<file path="src/rtl/mem_load_return_pkg.sv">
// Shared memory-path constants: access width codes, load-return FSM states and
// the latched load request descriptor.
package mem_load_return_pkg;

  localparam int unsigned DataWidth = 32;

  // Width codes shared with the store path.
  typedef enum logic [1:0] {
    MemWidth4 = 2'b00,
    MemWidth2 = 2'b01,
    MemWidth1 = 2'b10
  } mem_width_e;

  typedef enum logic [1:0] {
    StIdle = 2'b00,
    StWait = 2'b01,
    StHold = 2'b10
  } load_state_e;

  typedef struct packed {
    logic [1:0] width;
    logic       is_signed;
    logic [1:0] addr_lo;
  } load_req_t;

endpackage

</file>
<file path="src/rtl/mem_load_return_if.sv">
// Load request / SRAM read data / load result bundle between the pipeline and
// the load-return block.
interface mem_load_return_if;
  import mem_load_return_pkg::*;

  logic                 req_valid;
  logic [1:0]           req_width;
  logic                 req_signed;
  logic [1:0]           req_addr_lo;
  logic                 stall;
  logic                 flush;
  logic [DataWidth-1:0] data_sram_rdata;
  logic                 load_valid;
  logic [DataWidth-1:0] load_data;

  modport master (
    output req_valid, req_width, req_signed, req_addr_lo, stall, flush, data_sram_rdata,
    input  load_valid, load_data
  );

  modport slave (
    input  req_valid, req_width, req_signed, req_addr_lo, stall, flush, data_sram_rdata,
    output load_valid, load_data
  );

endinterface

</file>
<file path="src/rtl/load_extract.sv">
// Byte/halfword lane select and sign/zero extension of an SRAM read word.
module load_extract
  import mem_load_return_pkg::*;
(
  input  logic [DataWidth-1:0] rdata,
  input  logic [1:0]           width,
  input  logic                 is_signed,
  input  logic [1:0]           addr_lo,
  output logic [DataWidth-1:0] result
);

  logic [15:0] sel_half;
  logic [7:0]  sel_byte;

  always_comb begin
    sel_half = addr_lo[1] ? rdata[31:16] : rdata[15:0];
    case (addr_lo)
      2'd0:    sel_byte = rdata[7:0];
      2'd1:    sel_byte = rdata[15:8];
      2'd2:    sel_byte = rdata[23:16];
      default: sel_byte = rdata[31:24];
    endcase

    // The unused code 2'b11 falls back to a full-word load.
    case (mem_width_e'(width))
      MemWidth2: result = {{16{is_signed & sel_half[15]}}, sel_half};
      MemWidth1: result = {{24{is_signed & sel_byte[7]}}, sel_byte};
      default:   result = rdata;
    endcase
  end

endmodule

</file>
<file path="src/rtl/mem_load_return.sv">
// Load return path: aligns and extends the SRAM read word one cycle after the
// request, holding the result while the consuming stage is stalled.
module mem_load_return
  import mem_load_return_pkg::*;
(
  input  logic              clk,
  input  logic              reset,
  mem_load_return_if.slave  bus
);

  load_state_e          state_q, state_d;
  load_req_t            req_q;
  logic [DataWidth-1:0] hold_q;
  logic [DataWidth-1:0] extract_result;
  logic                 sample;
  logic                 accept;
  logic                 hold_en;

  assign sample = ~bus.stall & ~bus.flush;
  assign accept = bus.req_valid & sample;

  load_extract u_load_extract (
    .rdata     (bus.data_sram_rdata),
    .width     (req_q.width),
    .is_signed (req_q.is_signed),
    .addr_lo   (req_q.addr_lo),
    .result    (extract_result)
  );

  always_ff @(posedge clk or negedge reset) begin
    if (!reset) begin
      state_q <= StIdle;
      req_q   <= '0;
      hold_q  <= '0;
    end else begin
      state_q <= state_d;
      if (sample) begin
        req_q <= '{width: bus.req_width, is_signed: bus.req_signed, addr_lo: bus.req_addr_lo};
      end
      if (hold_en) begin
        hold_q <= extract_result;
      end
    end
  end

  always_comb begin
    state_d        = state_q;
    hold_en        = 1'b0;
    bus.load_valid = 1'b0;
    bus.load_data  = '0;

    case (state_q)
      StIdle: begin
        if (accept) state_d = StWait;
      end
      StWait: begin
        bus.load_valid = 1'b1;
        bus.load_data  = extract_result;
        if (bus.stall) begin
          hold_en = 1'b1;
          state_d = StHold;
        end else begin
          state_d = accept ? StWait : StIdle;
        end
      end
      StHold: begin
        bus.load_valid = 1'b1;
        bus.load_data  = hold_q;
        if (!bus.stall) state_d = accept ? StWait : StIdle;
      end
      default: state_d = StIdle;
    endcase

    // Flush overrides stall and kills both the in-flight and the held result.
    if (bus.flush) begin
      state_d        = StIdle;
      hold_en        = 1'b0;
      bus.load_valid = 1'b0;
      bus.load_data  = '0;
    end
  end

endmodule

</file>
<file path="src/flat_wrapper.sv">
// flat-port wrapper written by rule: the top's interface ports become plain ports
module mem_load_return_flat import mem_load_return_pkg::*;
  (clk, reset, bus_req_valid, bus_req_width, bus_req_signed, bus_req_addr_lo, bus_stall, bus_flush, bus_data_sram_rdata, bus_load_valid, bus_load_data);
  mem_load_return_if bus_i ();
  input  logic clk;
  input  logic reset;
  input wire logic [$bits(bus_i.req_valid)-1:0] bus_req_valid;
  input wire logic [$bits(bus_i.req_width)-1:0] bus_req_width;
  input wire logic [$bits(bus_i.req_signed)-1:0] bus_req_signed;
  input wire logic [$bits(bus_i.req_addr_lo)-1:0] bus_req_addr_lo;
  input wire logic [$bits(bus_i.stall)-1:0] bus_stall;
  input wire logic [$bits(bus_i.flush)-1:0] bus_flush;
  input wire logic [$bits(bus_i.data_sram_rdata)-1:0] bus_data_sram_rdata;
  output wire logic [$bits(bus_i.load_valid)-1:0] bus_load_valid;
  output wire logic [$bits(bus_i.load_data)-1:0] bus_load_data;
  assign bus_i.req_valid = bus_req_valid;
  assign bus_i.req_width = bus_req_width;
  assign bus_i.req_signed = bus_req_signed;
  assign bus_i.req_addr_lo = bus_req_addr_lo;
  assign bus_i.stall = bus_stall;
  assign bus_i.flush = bus_flush;
  assign bus_i.data_sram_rdata = bus_data_sram_rdata;
  assign bus_load_valid = bus_i.load_valid;
  assign bus_load_data = bus_i.load_data;
  mem_load_return u_core (.clk(clk), .reset(reset), .bus(bus_i));
endmodule
</file>
<file path="config.mk">
export PLATFORM = sky130hd
export DESIGN_NAME = mem_load_return_flat
export DESIGN_NICKNAME = d
export VERILOG_FILES = /design/src/rtl/mem_load_return_pkg.sv /design/src/rtl/mem_load_return_if.sv /design/src/rtl/load_extract.sv /design/src/rtl/mem_load_return.sv /design/src/flat_wrapper.sv
export SDC_FILE = /design/constraint.sdc
export NUM_CORES = 1
export LEC_CHECK = 0
export BUFFER_PORTS_ARGS = -buffer_cell sky130_fd_sc_hd__buf_2
export CAP_MARGIN = 40
export CORE_UTILIZATION = 48
export CTS_CLUSTER_DIAMETER = 200
export CTS_CLUSTER_SIZE = 10
export DETAILED_ROUTE_END_ITERATION = 6
export GPL_TIMING_DRIVEN = 1
export HOLD_SLACK_MARGIN = 0.05
export PLACE_DENSITY = 0.85
export SLEW_MARGIN = 5
export SYNTH_ARGS = -nofsm -noshare
export SYNTH_HDL_FRONTEND = slang
export SYNTH_SLANG_ARGS = --single-unit
</file>
<file path="constraint.sdc">
create_clock -name clk -period 1.7 [get_ports clk]
set_input_delay 0 -clock clk [delete_from_list [all_inputs] [get_ports clk]]
set_output_delay 0 -clock clk [all_outputs]
set_load 0.01 [all_outputs]
</file>
==> Word-level counts from Yosys, hierarchy flattened <==
Cells that the tools add are included.
{ "totals": {"latchBits": 0, "ff_bits": 39, "rom_bits": 0, "memories": 0, "ram_bits": 0} }
{ "classes": {"reduce_logical": 4, "multipliers": 0, "n_mux": 16, "shifts": 0, "n_lt_le_gt_ge": 0, "add_sub_neg": 0, "bitwise": 6, "n_div": 0, "eq_ne": 8} }
{ "op_table": {"columns": ["op", "count"], "rows": [
  ["case mux 32 bit (2 select lines)", 2],
  ["two-way mux 32 bit", 1],
  ["case mux 8 bit (3 select lines)", 1],
  ["two-way mux 16 bit", 1],
  ["two-way mux 2 bit", 4],
  ["== test 2 x 1 -> 1 bit (second input constant)", 3],
  ["== test 2 bit (second input constant)", 3],
  ["two-way mux 1 bit", 6],
  ["case mux 2 bit (3 select lines)", 1],
  ["AND 1 bit", 4],
  ["zero test 2 bit", 2],
  ["inequality test 3 x 2 -> 1 bit (second input constant)", 1],
  ["inequality test 3 bit (second input constant)", 1],
  ["inverter 1 bit", 2],
  ["AND reduction 2 bit", 1],
  ["OR reduction 2 bit", 1]
]} }

==> Logic depth before layout (Yosys ltp) <==
{ "logic_depth": {"ltp_word": 7, "mapped_depth": 9, "ltp_nobuf": 7} }

==> By module <==
Synthesis repeated with hierarchy kept, for this count alone.
{ "unflattened": {"hier_cells": 287, "area_unflattened_um2": 2827.7} }
{ "modules_own_cells": {"columns": ["mod", "n_inst", "area_each_um2", "cells_each"], "rows": [
  ["mem_load_return", 1, 2097.0, 176],
  ["load_extract", 1, 730.7, 111]
]} }

==> Least setup slack after synthesis <==
Ideal clock, no wire load.
{ "synth_path": {"kind": "reg-to-output", "startpoint": "register u_core.req_q[3] in the netlist's numbering", "endpoint": "output bus_load_data[15]", "required_time_ns": 1.700, "slack_ns": 0.036, "path_stages_with_launch": 8, "t_arrival_ns": 1.664, "path_cell_list": "dfrtp_1 -> inv_1 -> ha_1 -> buf_2 -> nand4b_1 -> o32ai_4 -> a211oi_1 -> o21ai_0"} }
{ "synth_via": {"elab_chain_cells": 4, "elab_cells_between_ends": 5, "cone_classes": "eq/ne (2); mux (3)"} }
{ "synth_rtl": {"columns": ["element", "line", "text"], "rows": [
  ["start: declaration", "mem_load_return.sv:12", "load_req_t req_q;"],
  ["start signal: assignment", "mem_load_return.sv:38", "req_q <= '{width: bus.req_width, is_signed: bus.req_signed, addr_lo: bus.req_addr_lo};"],
  ["== test 2 bit / == test 2 x 1 -> 1 bit (equally long branches)", "load_extract.sv:25", "case (mem_width_e'(width))"],
  ["case mux 32 bit (2 select lines) (*)", "load_extract.sv:25", null],
  ["case mux 32 bit (2 select lines) (*)", "mem_load_return.sv:52", "case (state_q)"],
  ["two-way mux 32 bit (*)", "mem_load_return.sv:75", "if (bus.flush) begin"],
  ["end: declaration", "flat_wrapper.sv:15", "output wire logic [$bits(bus_i.load_data)-1:0] bus_load_data;"]
]} }
Every way passes the cells marked *; elsewhere a longest branch is shown, timed or not.

==> Worst setup path in the final report <==
{ "layout_path": {"startpoint": "register u_core.req_q[3] in the netlist's numbering", "endpoint": "output bus_load_data[18]"} }
Same word-level chain as after synthesis.

==> impl_metrics.json <==
{
  "max_stage_delay_ns": 0.39,
  "fin_ws_ns": -0.526,
  "path_cells": "inv_2 -> ha_4 -> buf_4 -> and2_4 -> a22oi_1 -> o21ai_0 -> buf_2",
  "cp.required_ns": 1.70,
  "synth_nets": 366,
  "grt_max_degree": 45,
  "critPathBufInv": 3,
  "fin_tns_setup_ns": -14.07,
  "hpwl_mm": 5.79,
  "switching_share_pct": 42.8,
  "core_area_um2": 5270,
  "p_int_mw": 3.03,
  "finalHoldViolCount": 0,
  "synth_compound_area_share_pct": 32.5,
  "status": "complete, but fails checks",
  "ys.warnings.count": 0,
  "timing.final.crit_share_pct": 131,
  "cts_tree": "done",
  "crit_path_max_fanout": 16,
  "worstPathArrival_ns": 2.23,
  "end_kind": "output port",
  "period_minus_slack_ns": 2.23,
  "fin_skew_ns": 0.00617,
  "timing.fmax_mhz": 449,
  "die_y_um": 77.1,
  "grt_usage_pct": 34.1,
  "synth_adder_area_share_pct": 2.77,
  "synth.distinct_cells": 40,
  "worst_pin_slew_ns": 0.550,
  "fill_cells": 290,
  "synth_most_common_cell": "o21ai_0",
  "area_delta_synth_final_pct": 61.2,
  "p_leak_nw": 2.01,
  "rows": 26,
  "seqPwrFrac_pct": 29.7,
  "min_path_type": "primary input to register",
  "io_buffers": 74,
  "drv_cap": 0,
  "avgSynthCellArea_um2": 8.52,
  "drt_iter0_markers": 762,
  "regArea_um2": 977,
  "async_flop_share_pct": 100,
  "multi_input_area_um2": 1990,
  "synth_flop_cell": "dfrtp_1",
  "firstDrtPassIters": 6,
  "numClockSinks": 39,
  "clkLatencyLatePin_ns": 0.30,
  "cpLargestDelayFamily": "compound AO/OA/AOI/OAI gates",
  "die_area_um2": 5950,
  "grt_pass1_vias": 3234,
  "drive_gt1_share_pct": 47.9,
  "ys_seq_elements": 39,
  "wl_per_cell_um": 24.4,
  "grt_setup_unrepaired": "true",
  "antenna_found_initial": 0,
  "p_sw_mw": 2.27,
  "postLayoutCoreUtil_pct": 82.8,
  "synthMuxAreaShare_pct": 3.70,
  "clockBufferDepth": 2,
  "synthCells": 318,
  "cts_max_level": 2,
  "ys_seq_area_share_pct": 36.0,
  "initial_utilization_pct": 51.4,
  "antenna_cells": 0,
  "clockPowerShare_pct": 15.8,
  "r2r_slack_ns": -0.18,
  "ys_top_cells_by_count": "o21ai_0, nand2_1, dfrtp_1",
  "vias_per_cell": 6.94,
  "synth_area_um2": 2710,
  "grt_overflow_total": 0,
  "powerDensity_nw_per_um2": 1210,
  "failed_checks": "setup timing",
  "crit_path_top_delay_cell": "dfrtp_1",
  "ant_nets": 0,
  "root_buffer": "clkbuf_8",
  "cts_made_buffers": 5,
  "synth-edff-count": 0,
  "drc": 0,
  "p_comb_share_pct": 54.5,
  "drv_slew": 0,
  "dieWidth_um": 77.1,
  "via_count": 3601,
  "synth_top_family_by_area": "compound AO/OA/AOI/OAI gates",
  "crit_type": "register to output port",
  "post_synth_xor_area_fraction_pct": 0,
  "drt_wl_total_mm": 12.7,
  "ir_worst_vdd_uv": 1250,
  "synthSimpleGateAreaFrac_pct": 18.2,
  "synthTopCellsByArea": "dfrtp_1, o21ai_0, nand2_1",
  "pin_count": 75,
  "clkTransAtPathRegs_ns": 0.08,
  "finalSetupViolCount": 59,
  "nets": 496,
  "grt_pass1_wl_mm": 15.9,
  "critPathLaunchType": "register",
  "yosys.area.top_type": "dfrtp_1",
  "globalplace.congestion": 0.910,
  "yosys.area.top_type_share_pct": 36.0,
  "slew_headroom_pct": 63.4
}
[registers in the layout, summed over array words and instances (netlist names)]
signal and count:
u_core.state_q 2, u_core.hold_q 32, u_core.req_q 5
[metrics by stage]
stage	power [mW]	setup slack [ns]	hold WS [ns]	instances	cell area, um2
global route	5.47	-0.537	0.0510	519	4370
finish	5.30	-0.526	0.0451	519	4370
global placement	3.17	-0.196	0.0805	465	3270
CTS	4.36	-0.265	0.0504	505	3870
detailed placement	3.25	-0.242	0.0936	465	3270
floorplan	2.61	0.0358	-0.296	318	2710
[per-layer routing]
metal | global-route usage [%] | wire length, um
met1 | 41.2 | 4350
met2 | 54.4 | 5520
met3 | 7.50 | 1770
met4 | 22.1 | 1010
met5 | 0 | 0
[power groups by stage]
stage / clock [mW] / combinational (mW) / sequential [mW]
after CTS: 0.817 / 2.04 / 1.49
final: 0.836 / 2.89 / 1.57
after detailed placement: 0 / 1.74 / 1.51
after floorplan: 0 / 1.16 / 1.45
after global placement: 0 / 1.68 / 1.48
after global routing: 0.863 / 3.02 / 1.59
[worst paths after layout]
path / from / end / cells after the start
min reg2reg: u_core.hold_q[20]$_DFFE_PN0P_ / u_core.hold_q[20]$_DFFE_PN0P_ / 2
max: u_core.req_q[3]$_DFFE_PN0P_ / bus_load_data[18] / 7
max in group asynchronous: reset / u_core.req_q[1]$_DFFE_PN0P_ / 3
min in group asynchronous: reset / u_core.hold_q[16]$_DFFE_PN0P_ / 3
min: bus_data_sram_rdata[26] / u_core.hold_q[26]$_DFFE_PN0P_ / 3
max reg2reg: u_core.req_q[3]$_DFFE_PN0P_ / u_core.hold_q[3]$_DFFE_PN0P_ / 10
[cell usage in the layout (no fill, tap or decap), drive strengths merged]
cell           n
a211oi         1
a21boi         1
a21oi          7
a221oi         7
a22oi         17
a31oi         14
a32oi          7
and2          11
buf          125
bufinv         1
clkbuf         8
clkinv         1
dfrtp         39
dlygate4sd3   22
ha             6
inv           14
mux2           4
mux2i          3
nand2         48
nand2b        11
nand3         18
nand3b         1
nand4b         1
nor2           9
nor2b          1
o211ai         2
o21ai         52
o22ai          2
o311ai         7
o31ai          7
o32ai          1
or2b           1
[layout make-up]
| type | count | area share [%] |
|---|---|---|
| Clock inverter | 2 | 0.803 |
| Sequential cell | 39 | 22.4 |
| Timing Repair Buffer | 149 | 26.1 |
| Multi-Input combinational cell | 239 | 45.5 |
| Inverter | 14 | 1.26 |
| Clock buffer | 6 | 1.89 |
| Tap cell | 70 | 2.01 |
[worst register-to-register path, stage by stage, from the launching register on]
cell and delay [ns]:
dfrtp_1 0.41, inv_2 0.09, ha_4 0.23, buf_6 0.14
nor2_4 0.15, a21boi_4 0.09, clkbuf_16 0.16, buf_8 0.13
buf_6 0.12, a31oi_4 0.12, o21ai_1 0.09
[cell families (layout without fill, tap and decap cells)]
kind of cell | Yosys count | in the layout
adders and majority gates | 6 | 6
and+or+nand+nor | 101 | 101
AOI/OAI and AO/OA | 125 | 125
buffers and inverters | 40 | 171
DFF | 39 | 39
muxes | 7 | 7
[what timing repair did]
action	in CTS	in global routing
hold buffers	22	0
pin swaps	10	28
hold endpoints to repair	60	0
setup buffers	10	11
cloned	0	3
resized for setup	68	81
endpoints found under the setup margin	63	63
(Power assumes the default switching activity.)
